### src/rtl/msfsm_toggle_out_monitor_if.sv
// Event and level bundle between the MSFSM toggle composition and its output monitor.
// The master drives Ri and the event pulses; the slave (monitor) drives the rebuilt levels.
interface msfsm_toggle_out_monitor_if #(
    parameter int unsigned CNT_W = 8
);
    logic             Ri;
    logic             Ro1_PLUS;
    logic             Ro1_MINUS;
    logic             Ro2_PLUS;
    logic             Ro2_MINUS;
    logic             Ro1;
    logic             Ro2;
    logic             evt_accept;
    logic [1:0]       seq_state;
    logic [CNT_W-1:0] cycle_count;
    logic             err;
    logic [2:0]       err_code;

    modport master (
        output Ri, Ro1_PLUS, Ro1_MINUS, Ro2_PLUS, Ro2_MINUS,
        input  Ro1, Ro2, evt_accept, seq_state, cycle_count, err, err_code
    );

    modport slave (
        input  Ri, Ro1_PLUS, Ro1_MINUS, Ro2_PLUS, Ro2_MINUS,
        output Ro1, Ro2, evt_accept, seq_state, cycle_count, err, err_code
    );
endinterface

### src/rtl/msfsm_toggle_out_monitor.sv
// Rebuilds Ro1/Ro2 levels from event pulses, checks toggle order and Ri agreement,
// and counts completed Ro1+/Ro1-/Ro2+/Ro2- cycles.
module msfsm_toggle_out_monitor #(
    parameter int unsigned CNT_W  = 8,
    parameter bit          STICKY = 1'b1
) (
    input logic                        clk,
    input logic                        reset,
    msfsm_toggle_out_monitor_if.slave  bus
);
    typedef enum logic [1:0] {
        ExpR1p = 2'd0,
        ExpR1m = 2'd1,
        ExpR2p = 2'd2,
        ExpR2m = 2'd3
    } seq_e;

    localparam logic [2:0] ErrNone  = 3'd0;
    localparam logic [2:0] ErrMulti = 3'd1;
    localparam logic [2:0] ErrOrder = 3'd2;
    localparam logic [2:0] ErrRi    = 3'd3;

    seq_e             state_q;
    logic             ro1_q;
    logic             ro2_q;
    logic             evt_q;
    logic [CNT_W-1:0] cnt_q;
    logic             err_q;
    logic [2:0]       code_q;

    logic [3:0] ev;
    logic [3:0] expected;
    logic       multi;
    logic       accept;
    logic       plus_evt;
    logic [2:0] cause;

    // ev bit order matches seq_e: bit k is the event expected in state k.
    always_comb begin
        ev       = {bus.Ro2_MINUS, bus.Ro2_PLUS, bus.Ro1_MINUS, bus.Ro1_PLUS};
        expected = 4'b0001 << state_q;
        multi    = (ev & (ev - 4'd1)) != 4'd0;
        accept   = (ev == expected);
        plus_evt = |(ev & 4'b0101);
        cause    = ErrNone;
        if (multi) begin
            cause = ErrMulti;
        end else if (ev != 4'd0 && !accept) begin
            cause = ErrOrder;
        end else if (accept && (bus.Ri != plus_evt)) begin
            cause = ErrRi;
        end
    end

    always_ff @(posedge clk) begin
        if (reset) begin
            state_q <= ExpR1p;
            ro1_q   <= 1'b0;
            ro2_q   <= 1'b0;
            evt_q   <= 1'b0;
            cnt_q   <= '0;
            err_q   <= 1'b0;
            code_q  <= ErrNone;
        end else begin
            evt_q <= accept;
            if (accept) begin
                unique case (state_q)
                    ExpR1p: begin
                        ro1_q   <= 1'b1;
                        state_q <= ExpR1m;
                    end
                    ExpR1m: begin
                        ro1_q   <= 1'b0;
                        state_q <= ExpR2p;
                    end
                    ExpR2p: begin
                        ro2_q   <= 1'b1;
                        state_q <= ExpR2m;
                    end
                    ExpR2m: begin
                        ro2_q   <= 1'b0;
                        state_q <= ExpR1p;
                        cnt_q   <= cnt_q + CNT_W'(1);
                    end
                    default: state_q <= ExpR1p;
                endcase
            end
            if (STICKY) begin
                if (!err_q && cause != ErrNone) begin
                    err_q  <= 1'b1;
                    code_q <= cause;
                end
            end else begin
                err_q  <= (cause != ErrNone);
                code_q <= cause;
            end
        end
    end

    assign bus.Ro1         = ro1_q;
    assign bus.Ro2         = ro2_q;
    assign bus.evt_accept  = evt_q;
    assign bus.seq_state   = state_q;
    assign bus.cycle_count = cnt_q;
    assign bus.err         = err_q;
    assign bus.err_code    = code_q;
endmodule

### src/flat_wrapper.sv
// flat-port wrapper written by rule: the top's interface ports become plain ports
module msfsm_toggle_out_monitor_flat 
#(
    parameter int unsigned CNT_W  = 8,
    parameter bit          STICKY = 1'b1
)
  (clk, reset, bus_Ri, bus_Ro1_PLUS, bus_Ro1_MINUS, bus_Ro2_PLUS, bus_Ro2_MINUS, bus_Ro1, bus_Ro2, bus_evt_accept, bus_seq_state, bus_cycle_count, bus_err, bus_err_code);
  msfsm_toggle_out_monitor_if #(.CNT_W(CNT_W)) bus_i ();
  input logic clk;
  input logic reset;
  input wire logic [$bits(bus_i.Ri)-1:0] bus_Ri;
  input wire logic [$bits(bus_i.Ro1_PLUS)-1:0] bus_Ro1_PLUS;
  input wire logic [$bits(bus_i.Ro1_MINUS)-1:0] bus_Ro1_MINUS;
  input wire logic [$bits(bus_i.Ro2_PLUS)-1:0] bus_Ro2_PLUS;
  input wire logic [$bits(bus_i.Ro2_MINUS)-1:0] bus_Ro2_MINUS;
  output wire logic [$bits(bus_i.Ro1)-1:0] bus_Ro1;
  output wire logic [$bits(bus_i.Ro2)-1:0] bus_Ro2;
  output wire logic [$bits(bus_i.evt_accept)-1:0] bus_evt_accept;
  output wire logic [$bits(bus_i.seq_state)-1:0] bus_seq_state;
  output wire logic [$bits(bus_i.cycle_count)-1:0] bus_cycle_count;
  output wire logic [$bits(bus_i.err)-1:0] bus_err;
  output wire logic [$bits(bus_i.err_code)-1:0] bus_err_code;
  assign bus_i.Ri = bus_Ri;
  assign bus_i.Ro1_PLUS = bus_Ro1_PLUS;
  assign bus_i.Ro1_MINUS = bus_Ro1_MINUS;
  assign bus_i.Ro2_PLUS = bus_Ro2_PLUS;
  assign bus_i.Ro2_MINUS = bus_Ro2_MINUS;
  assign bus_Ro1 = bus_i.Ro1;
  assign bus_Ro2 = bus_i.Ro2;
  assign bus_evt_accept = bus_i.evt_accept;
  assign bus_seq_state = bus_i.seq_state;
  assign bus_cycle_count = bus_i.cycle_count;
  assign bus_err = bus_i.err;
  assign bus_err_code = bus_i.err_code;
  msfsm_toggle_out_monitor #(.CNT_W(CNT_W), .STICKY(STICKY)) u_core (.clk(clk), .reset(reset), .bus(bus_i));
endmodule
### config.mk
export PLATFORM = sky130hd
export DESIGN_NAME = msfsm_toggle_out_monitor_flat
export DESIGN_NICKNAME = d
export VERILOG_FILES = /design/src/rtl/msfsm_toggle_out_monitor_if.sv /design/src/rtl/msfsm_toggle_out_monitor.sv /design/src/flat_wrapper.sv
export SDC_FILE = /design/constraint.sdc
export NUM_CORES = 1
export LEC_CHECK = 0
export ABC_AREA = 1
export BUFFER_PORTS_ARGS = -buffer_cell sky130_fd_sc_hd__buf_2
export CAP_MARGIN = 10
export CORE_MARGIN = 1
export CORE_UTILIZATION = 58
export CTS_BUF_LIST = sky130_fd_sc_hd__clkbuf_2 sky130_fd_sc_hd__clkbuf_4 sky130_fd_sc_hd__clkbuf_8
export DETAILED_ROUTE_END_ITERATION = 8
export PLACE_DENSITY = 0.83
export SLEW_MARGIN = 10
export SYNTH_ARGS = -nofsm -noshare
export SYNTH_HDL_FRONTEND = slang
export SYNTH_SLANG_ARGS = --single-unit
### constraint.sdc
create_clock -name clk -period 4.21 [get_ports clk]
set_input_delay 0.842 -clock clk [delete_from_list [all_inputs] [get_ports clk]]
set_output_delay 0.842 -clock clk [all_outputs]
set_load 0.005 [all_outputs]
==> results of run 1 <==
## per-layer routing
metal  vias to the layer above  track usage, %  wire length (um)  part of all wire (%)
met1                       409            27.2               871                    46
met2                        30            39.4               907                    48
li1                        474               -                 -                     -
met5                         -               0                 0                     0
met4                         0            6.06                13                  0.69
met3                         2            7.23                95                   5.0
## registers in the layout, summed over array words and instances (netlist names)
| name | flops |
|---|---|
| u_core.bus.Ro1 | 1 |
| u_core.bus.evt_accept | 1 |
| u_core.bus.cycle_count | 8 |
| u_core.bus.Ro2 | 1 |
| u_core.bus.err | 1 |
| u_core.bus.err_code | 2 |
| u_core.bus.seq_state | 2 |
## cell families after synthesis
kind of cell,Yosys count
buffers and inverters,25
and+or+nand+nor,61
DFF,16
adders and majority gates,5
xor gates and xnor gates,5
AOI/OAI and AO/OA,24
other,1
## synthesized netlist by cell type (all sizes together)
cell and number:
xor2 4, a21oi 16, clkinv 1, nand3 6, inv 22, clkbuf 1, o21ai 6, ha 5
nor2 9, buf 1, xnor2 1, conb 1, o21bai 1, dfxtp 16, nor3 3, o211ai 1
nand2 43
## area by class of cell
type / count / area, um^2 / area share (%)
Multi-Input combinational cell: 96 / 557 / 49.9
Tap cell: 16 / 20.0 / 1.79
Inverter: 23 / 86.3 / 7.74
Sequential cell: 16 / 320 / 28.7
Timing Repair Buffer: 22 / 110 / 9.87
Clock buffer: 3 / 22.5 / 2.02
## how the worst min path moves through the flow
stage / to / depth (start not counted) / slack (ps)
after floorplan: u_core.bus.Ro2 / 2 / 440
after global placement: u_core.bus.err_code[1] / 2 / 440
after detailed placement: u_core.bus.err_code[1] / 2 / 440
after CTS: u_core.bus.err_code[1] / 2 / 460
after global routing: u_core.bus.err_code[1] / 2 / 480
final: u_core.bus.err_code[1] / 2 / 450
## power breakdown
group	internal [mW]	leakage, nW	switching, mW
clock	0.0331	0.0138	0.0425
sequential	0.155	0.130	0.00269
combinational	0.0172	0.425	0.0299
total	0.206	0.569	0.0752
## through the flow
stage,power (mW),utilization (%)
after global routing,0.299,72.4
final,0.281,72.4
after CTS,0.284,72.4
after detailed placement,0.209,70.9
after global placement,0.207,70.9
after floorplan,0.196,-
==> flow_summary_export.csv, run 1 <==
group,metric,value,unit
final_layout,mostFrequentLayoutCells,"38 x nand2_1, 22 x buf_2, 19 x inv_1",
placed_design,dp_slack,2320,ps
die,start_util,63.2,%
logic_synthesis,synth_cell_types,25,
final_layout,antennaDiodeCount,0,
setup_path,path_class,"register to primary output",
setup_path,path_buf_inv,1,
timing,skew,11.1,ps
timing,fin_crit,1670,ps
cts,clk_latency,280,ps
status,status,"finished, final reports clean",
placed_design,place.gp.congestion,0.891,
flow_run,maxCapViolCount,0,
route,wl_per_cell,10.7,um
setup_path,crit_path_max_fanout,5,
setup_path,cp_top_family,"flip-flops",
final_layout,final_area,1120,um^2
setup_path,setup.worst_path.end,"bus_cycle_count[5]",
die,row_count,14,
setup_path,worstReg2RegEnd,"u_core.bus.cycle_count[2]",
logic_synthesis,synth_top_cell_by_area,"dfxtp_1",
final_layout,drive_above_1_share,23.1,%
global_route,antenna_found_initial,0,
pwr,leakage,0.569,nW
setup_path,end_kind,"primary output",
timing,setup_viol,0,
final_layout,layout_commonest_cell,"nand2_1",
logic_synthesis,synth-seq-cells,16,
hold_path,hold_class,"register to register",
timing,worst_slack,2540,ps
global_route,grt_max_degree,12,
route,route.vias.total,915,
setup_path,path_cells,"buf_2",
placed_design,place_area,1090,um^2
placed_design,hpwlAfterDp,1530,um
setup_path,reg2reg_depth,10,
timing,hold_viol,0,
timing,period_share,39.7,%
hold_path,min_from,"u_core.bus.err_code[1]",
pwr,powerDensity,252,nW/um^2
logic_synthesis,yosys.area_share.simple,33.0,%
logic_synthesis,yosys_warnings,0,
logic_synthesis,synth.top_cell.area_share,32.9,%
logic_synthesis,synthMuxAreaShare,0,%
logic_synthesis,synthAdderAreaFrac,6.42,%
placed_design,port_buffers,22,
die,core_area,1540,um^2
route,drtPass1Iterations,4,
logic_synthesis,synth_top_family_by_area,"simple AND/OR/NAND/NOR gates",
global_route,grt_usage,22.8,%
setup_path,timing.rr.start,"u_core.bus.seq_state[0]",
final_layout,fin_cells,176,
logic_synthesis,synth.net_count,149,
route,drt_iter0_markers,19,
logic_synthesis,ys_seq_area_share,32.9,%
route,antenna_left,0,
route,wirelength,1890,um
setup_path,arrival,830,ps
timing,rsz0062_at_grt,"no",
cts,postCtsHoldBufs,0,
cts,post_cts_resize_count,0,
logic_synthesis,syn_area,975,um^2
die,pin_count,24,
setup_path,crit_path_max_incr_delay,410,ps
final_layout,fillers,129,
logic_synthesis,synth.area.top_cells,"dfxtp_1 33%, nand2_1 15%, a21oi_1 8.2%, inv_1 7.3%, ha_1 6.4%",
cts,cts.sinks,16,
logic_synthesis,synthXorXnorAreaFrac,4.49,%
placed_design,dp_cells,173,
cts,htree_num_levels,1,
cts,path_clk_slew,90,ps
logic_synthesis,synth_compound_area_share,12.8,%
cts,postCtsSetupRepairBufs,0,
cts,cts_tree,"yes",
timing,fin_setup_tns,0,ps
setup_path,crit_cells,1,
global_route,grt_pass1_wl,3250,um
setup_path,r2r_setup_slack,2590,ps
die,dieArea,1850,um^2
global_route,overflow,0,
logic_synthesis,synthCells,137,
setup_path,critPathLaunchType,"register",
setup_path,crit_start,"u_core.bus.cycle_count[5]",
route,post-route-drc-count,0,
cts,clockBufferDepth,2,
final_layout,area_growth,14.5,%
die,dieHeight,43.0,um
timing,fmax,0.598,GHz
timing,drv_slew,0,
final_layout,fin_nets,174,
die,fp.dieW,43.0,um
logic_synthesis,syn_area_per_cell,7.11,um^2
timing,whs,449,ps
cts,root_buffer,"clkbuf_4",
cts,numCtsBuffers,3,
setup_path,cp.required,3370,ps
pwr,irDropWorstVdd,0.181,mV
route,vias_per_cell,5.20,
global_route,grt_pass1_vias,806,
setup_path,slowest_stage,"dfxtp_1",
No activity file was read; power rests on OpenSTA's default activity.
==> run 2: changes to the inputs <==
- CORE_UTILIZATION: 58 -> 54
- PLACE_DENSITY: 0.83 -> 0.78
- clock period: 4.21 -> 1.6 ns (I/O delays scaled with it)
==> run 2 against run 1 <==
The flow now finishes with violations (setup timing). Non-clock buffer count grew 3. Count of clock-buffer cells in the layout is 1 higher. Worst setup slack worse by 2600 ps. Final area increased by 9.0%. Die area increased by 7.1%. Final cell count up 6.8%. Wire length increased by 13%. Global-route usage fell by 1.4 points. Sequential power grew to 2.6 times the previous value. Critical path depth rose by 9. Critical path type is now register to register.
==> flow_summary_export.csv, run 2 (synthesis gave the netlist of run 1 again) <==
group,metric,value,unit
pwr,irDropWorstVdd,0.609,mV
cts,clk_latency,290,ps
global_route,grt_max_degree,12,
cts,cts_tree,"yes",
setup_path,cp.required,1780,ps
route,top_layer,"met4",
setup_path,timing.rr.start,"u_core.bus.seq_state[0]",
die,dieArea,1980,um^2
final_layout,layout_commonest_cell,"nand2_1",
setup_path,arrival,1790,ps
timing,hold_viol,0,
global_route,antenna_found_initial,0,
placed_design,hpwlAfterDp,1500,um
timing,skew,1.87,ps
timing,drv_slew,0,
route,vias_per_cell,4.84,
hold_path,min_to,"u_core.bus.cycle_count[4]",
status,status,"finished with violations",
hold_path,holdPathStages,2,
global_route,overflow,0,
route,post-route-drc-count,0,
cts,htree_num_levels,1,
cts,numCtsBuffers,3,
die,fp.dieW,44.5,um
route,met3WireLength,64,um
cts,postCtsHoldBufs,0,
status,violations,"setup timing",
setup_path,worstReg2RegEnd,"u_core.bus.seq_state[1]",
route,wl_met2,1100,um
final_layout,fin_nets,177,
timing,fin_crit,1610,ps
route,drtPass1Iterations,4,
route,wl_met1,950,um
timing,rsz0062_at_grt,"yes",
route,wirelength,2130,um
global_route,grt_pass1_vias,785,
timing,setup_viol,1,
placed_design,place.gp.congestion,0.855,
timing,fmax,0.619,GHz
setup_path,end_kind,"register",
die,dieHeight,44.5,um
flow_run,maxCapViolCount,0,
final_layout,mostFrequentLayoutCells,"37 x nand2_1, 22 x buf_2, 17 x inv_1",
timing,worst_slack,-14.7,ps
global_route,grt_usage,21.4,%
route,route.vias.total,909,
timing,fin_setup_tns,-14.7,ps
setup_path,r2r_setup_slack,-10,ps
die,core_area,1590,um^2
route,wl_per_cell,11.3,um
hold_path,hold_class,"input port to register",
final_layout,drive_above_1_share,31.7,%
pwr,leakage,0.591,nW
timing,period_share,101,%
setup_path,critPathLaunchType,"register",
cts,cts.sinks,16,
die,pin_count,24,
route,drt_iter0_markers,16,
die,row_count,14,
placed_design,port_buffers,22,
final_layout,finish.utilization,76.3,%
cts,root_buffer,"clkbuf_4",
global_route,grt_pass1_wl,3150,um
setup_path,reg2reg_depth,10,
final_layout,area_growth,24.8,%
setup_path,path_class,"register to register",
hold_path,min_from,"reset",
cts,path_clk_slew,100,ps
cts,clockBufferDepth,2,
die,start_util,61.1,%
final_layout,antennaDiodeCount,0,
pwr,powerDensity,686,nW/um^2
route,antenna_left,0,
setup_path,crit_path_max_fanout,8,
final_layout,largest_register_ffs,8,
-- run 2: changes by cell type in the layout (fill, tap and decap cells not counted), sizes merged --
cell | before | now
clkbuf | 3 | 4
buf | 22 | 25
-- run 2: what timing repair did --
| item | in CTS | in global routing |
|---|---|---|
| resized for setup | 1 | 16 |
| pin swaps | 0 | 4 |
| endpoints found under the hold margin | 0 | 0 |
| setup buffers | 0 | 2 |
| setup endpoints to repair | 6 | 15 |
-- run 2: power breakdown --
group          internal [mW]  leakage (nW)  switching [mW]
logic                 0.0551         0.438          0.0866
clock network          0.139        0.0210           0.137
registers              0.407         0.131         0.00949
-- run 2: area by class of cell --
| class | instances | area, um^2 |
|---|---|---|
| sequential | 16 | 328 |
| multi-input combinational | 96 | 598 |
| clock buffer | 4 | 36.3 |
| tap | 24 | 30.0 |
| inverter | 23 | 91.3 |
| fill | 119 | 378 |
| timing repair buffer | 25 | 133 |
-- run 2: how the worst max path moves through the flow --
stage,startpoint,endpoint,slack [ps],depth (start not counted)
after floorplan,u_core.bus.seq_state[0],u_core.bus.cycle_count[2],120,10
after global placement,u_core.bus.seq_state[0],u_core.bus.cycle_count[2],50,11
after detailed placement,u_core.bus.seq_state[0],u_core.bus.cycle_count[2],-30,10
after CTS,u_core.bus.seq_state[0],u_core.bus.cycle_count[2],0.2,11
after global routing,u_core.bus.seq_state[1],u_core.bus.seq_state[1],-110,10
final,u_core.bus.seq_state[0],u_core.bus.seq_state[1],-10,10
-- run 2: critical path, stage by stage, from the launching register on --
cell and delay [ps]:
dfxtp_4 380, inv_4 80, ha_4 150, inv_1 50, nand2_1 100, nand2_4 80, nor2_8 140, nand2_8 90
buf_4 160, o21ai_0 190, a21oi_1 80
-- run 2: through the flow --
stage	power (mW)	setup WS, ps	std cells	hold WS [ps]	cell area (um^2)
after global placement	0.546	52.4	182	435	1110
after global routing	0.865	-114	188	373	1220
final	0.834	-14.7	188	346	1220
after CTS	0.821	0.218	186	333	1150
after floorplan	0.515	120	137	442	975
after detailed placement	0.550	-32.2	182	435	1110
-- run 2: per-layer routing --
| layer | vias up | global-route usage (%) |
|---|---|---|
| li1 | 475 | - |
| met3 | 4 | 3.67 |
| met1 | 409 | 27.4 |
| met5 | - | 0 |
| met4 | 0 | 9.09 |
| met2 | 21 | 35.3 |
==> run 3: changes to the inputs <==
- RECOVER_POWER: default -> 50
==> run 3 against run 2 <==
Total power barely moved. Largest cell class unchanged. Via count did not move. Worst setup slack barely moved. Combinational power barely moved. Wire length barely moved. The flow still finishes with violations (setup timing).
==> flow_summary_export.csv, run 3 (synthesis gave the netlist of run 1 again) <==
group,metric,value,unit
pwr,finalPower,0.835,mW
final_layout,largest_register_ffs,8,
setup_path,path_cells,"inv_4, ha_4, inv_1, nand2_1, nand2_4, nor2_8, nand2_8, buf_4, o21ai_0, a21oi_1",
global_route,antenna_found_initial,0,
die,dieArea,1980,um^2
final_layout,area_growth,24.6,%
route,antenna_left,0,
setup_path,r2r_setup_slack,-10,ps
cts,htree_num_levels,1,
flow_run,maxCapViolCount,0,
global_route,met2_usage,35.3,%
setup_path,cp.required,1780,ps
final_layout,drive_above_1_share,31.1,%
cts,cts.sinks,16,
timing,fin_setup_tns,-14.6,ps
pwr,leakage,0.586,nW
die,row_count,14,
die,dieHeight,44.5,um
pwr,powerDensity,687,nW/um^2
pwr,irDropWorstVdd,0.609,mV
setup_path,slowest_stage,"dfxtp_4",
setup_path,crit_path_max_fanout,8,
setup_path,end_kind,"register",
route,wirelength,2130,um
route,route.vias.total,909,
global_route,top_usage_layer,"met2",
timing,drv_slew,0,
global_route,grt_usage,21.4,%
final_layout,final_area,1210,um^2
timing,fin_crit,1610,ps
timing,setup_viol,1,
final_layout,fillers,120,
route,drtPass1Iterations,4,
setup_path,crit_path_max_incr_delay,380,ps
global_route,grt_pass1_vias,785,
route,drt_iter0_markers,16,
final_layout,finish.utilization,76.2,%
cts,postCtsHoldBufs,0,
final_layout,mostFrequentLayoutCells,"37 x nand2_1, 21 x buf_2, 17 x inv_1",
timing,hold_viol,0,
timing,worst_slack,-14.6,ps
final_layout,layout_commonest_cell,"nand2_1",
die,fp.dieW,44.5,um
cts,path_clk_slew,100,ps
cts,clk_latency,290,ps
final_layout,antennaDiodeCount,0,
cts,root_buffer,"clkbuf_4",
die,pin_count,24,
route,vias_per_cell,4.84,
status,violations,"setup timing",
placed_design,place_area,1110,um^2
cts,clockBufferDepth,2,
die,core_area,1590,um^2
timing,skew,1.79,ps
setup_path,timing.rr.start,"u_core.bus.seq_state[0]",
timing,rsz0062_at_grt,"yes",
setup_path,path_class,"register to register",
global_route,grt_max_degree,12,
global_route,grt_pass1_wl,3150,um
placed_design,place.gp.congestion,0.855,
setup_path,crit_start,"u_core.bus.seq_state[0]",
hold_path,hold_class,"input port to register",
final_layout,fin_cells,188,
timing,period_share,101,%
cts,cts_tree,"yes",
setup_path,reg2reg_depth,10,
setup_path,critPathLaunchType,"register",
global_route,met1_usage,27.4,%
placed_design,dp_cells,182,
status,status,"finished with violations",
route,wl_per_cell,11.3,um
setup_path,arrival,1790,ps
cts,numCtsBuffers,3,
global_route,gr-usage-met3,3.67,%
final_layout,fin_nets,177,
global_route,overflow,0,
setup_path,setup.worst_path.end,"u_core.bus.seq_state[1]",
placed_design,port_buffers,22,
timing,fmax,0.619,GHz
route,post-route-drc-count,0,
placed_design,hpwlAfterDp,1500,um
die,start_util,61.1,%
setup_path,worstReg2RegEnd,"u_core.bus.seq_state[1]",
==> run 3: cell types whose count changed in the layout (fill, tap and decap cells not counted), sizes merged <==
cell	previous run	this run
buf	25	24
clkbuf	4	5
==> run 3: critical path, delay by kind of cell (launching register included) <==
kind	cells	cell delay (ps)
AO/OA/AOI/OAI	2	270
AND/OR/NAND/NOR	4	410
flip-flops	1	380
adder cells (fa/ha/maj)	1	150
buffers and inverters	3	290
==> run 3: timing repair <==
item / 4_1_cts / 5_1_grt
pin swaps: 0 / 4
resized for setup: 1 / 16
setup buffers: 0 / 2
endpoints found under the hold margin: 0 / 0
endpoints found under the setup margin: 6 / 15
==> run 3: how the worst min path moves through the flow <==
stage,start,cells past startpoint,end
2_1_floorplan,u_core.bus.Ro2,2,u_core.bus.Ro2
3_3_place_gp,u_core.bus.Ro2,2,u_core.bus.Ro2
3_5_place_dp,u_core.bus.Ro2,2,u_core.bus.Ro2
4_1_cts,reset,2,u_core.bus.cycle_count[5]
5_1_grt,reset,2,u_core.bus.cycle_count[4]
6_report,reset,2,u_core.bus.cycle_count[4]
==> run 3: layer usage <==
metal  wire length [um]  part of all wire, %  vias up
li1                   -                    -      475
met1                949                   45      409
met2               1100                   52       21
met3                 64                  3.0        4
met4                 16                 0.75        0
met5                  0                    0        -
==> run 3: layout make-up <==
class	count	area (um^2)	share of cell area [%]
Timing Repair Buffer	25	131	10.8
Multi-Input combinational cell	96	598	49.2
Sequential cell	16	328	27.0
Clock buffer	4	36.3	2.99
Inverter	23	91.3	7.52
Tap cell	24	30.0	2.47
==> run 3: metrics by stage <==
stage,hold WS [ps],setup WS [ps]
global placement,435,52.4
floorplan,442,120
CTS,333,0.218
global route,373,-114
detailed placement,435,-32.2
finish,345,-14.6
==> run 3: power by group <==
group / total (mW) / internal [mW] / switching, mW
combinational: 0.142 / 0.0551 / 0.0866
clock: 0.276 / 0.139 / 0.137
sequential: 0.417 / 0.407 / 0.00949
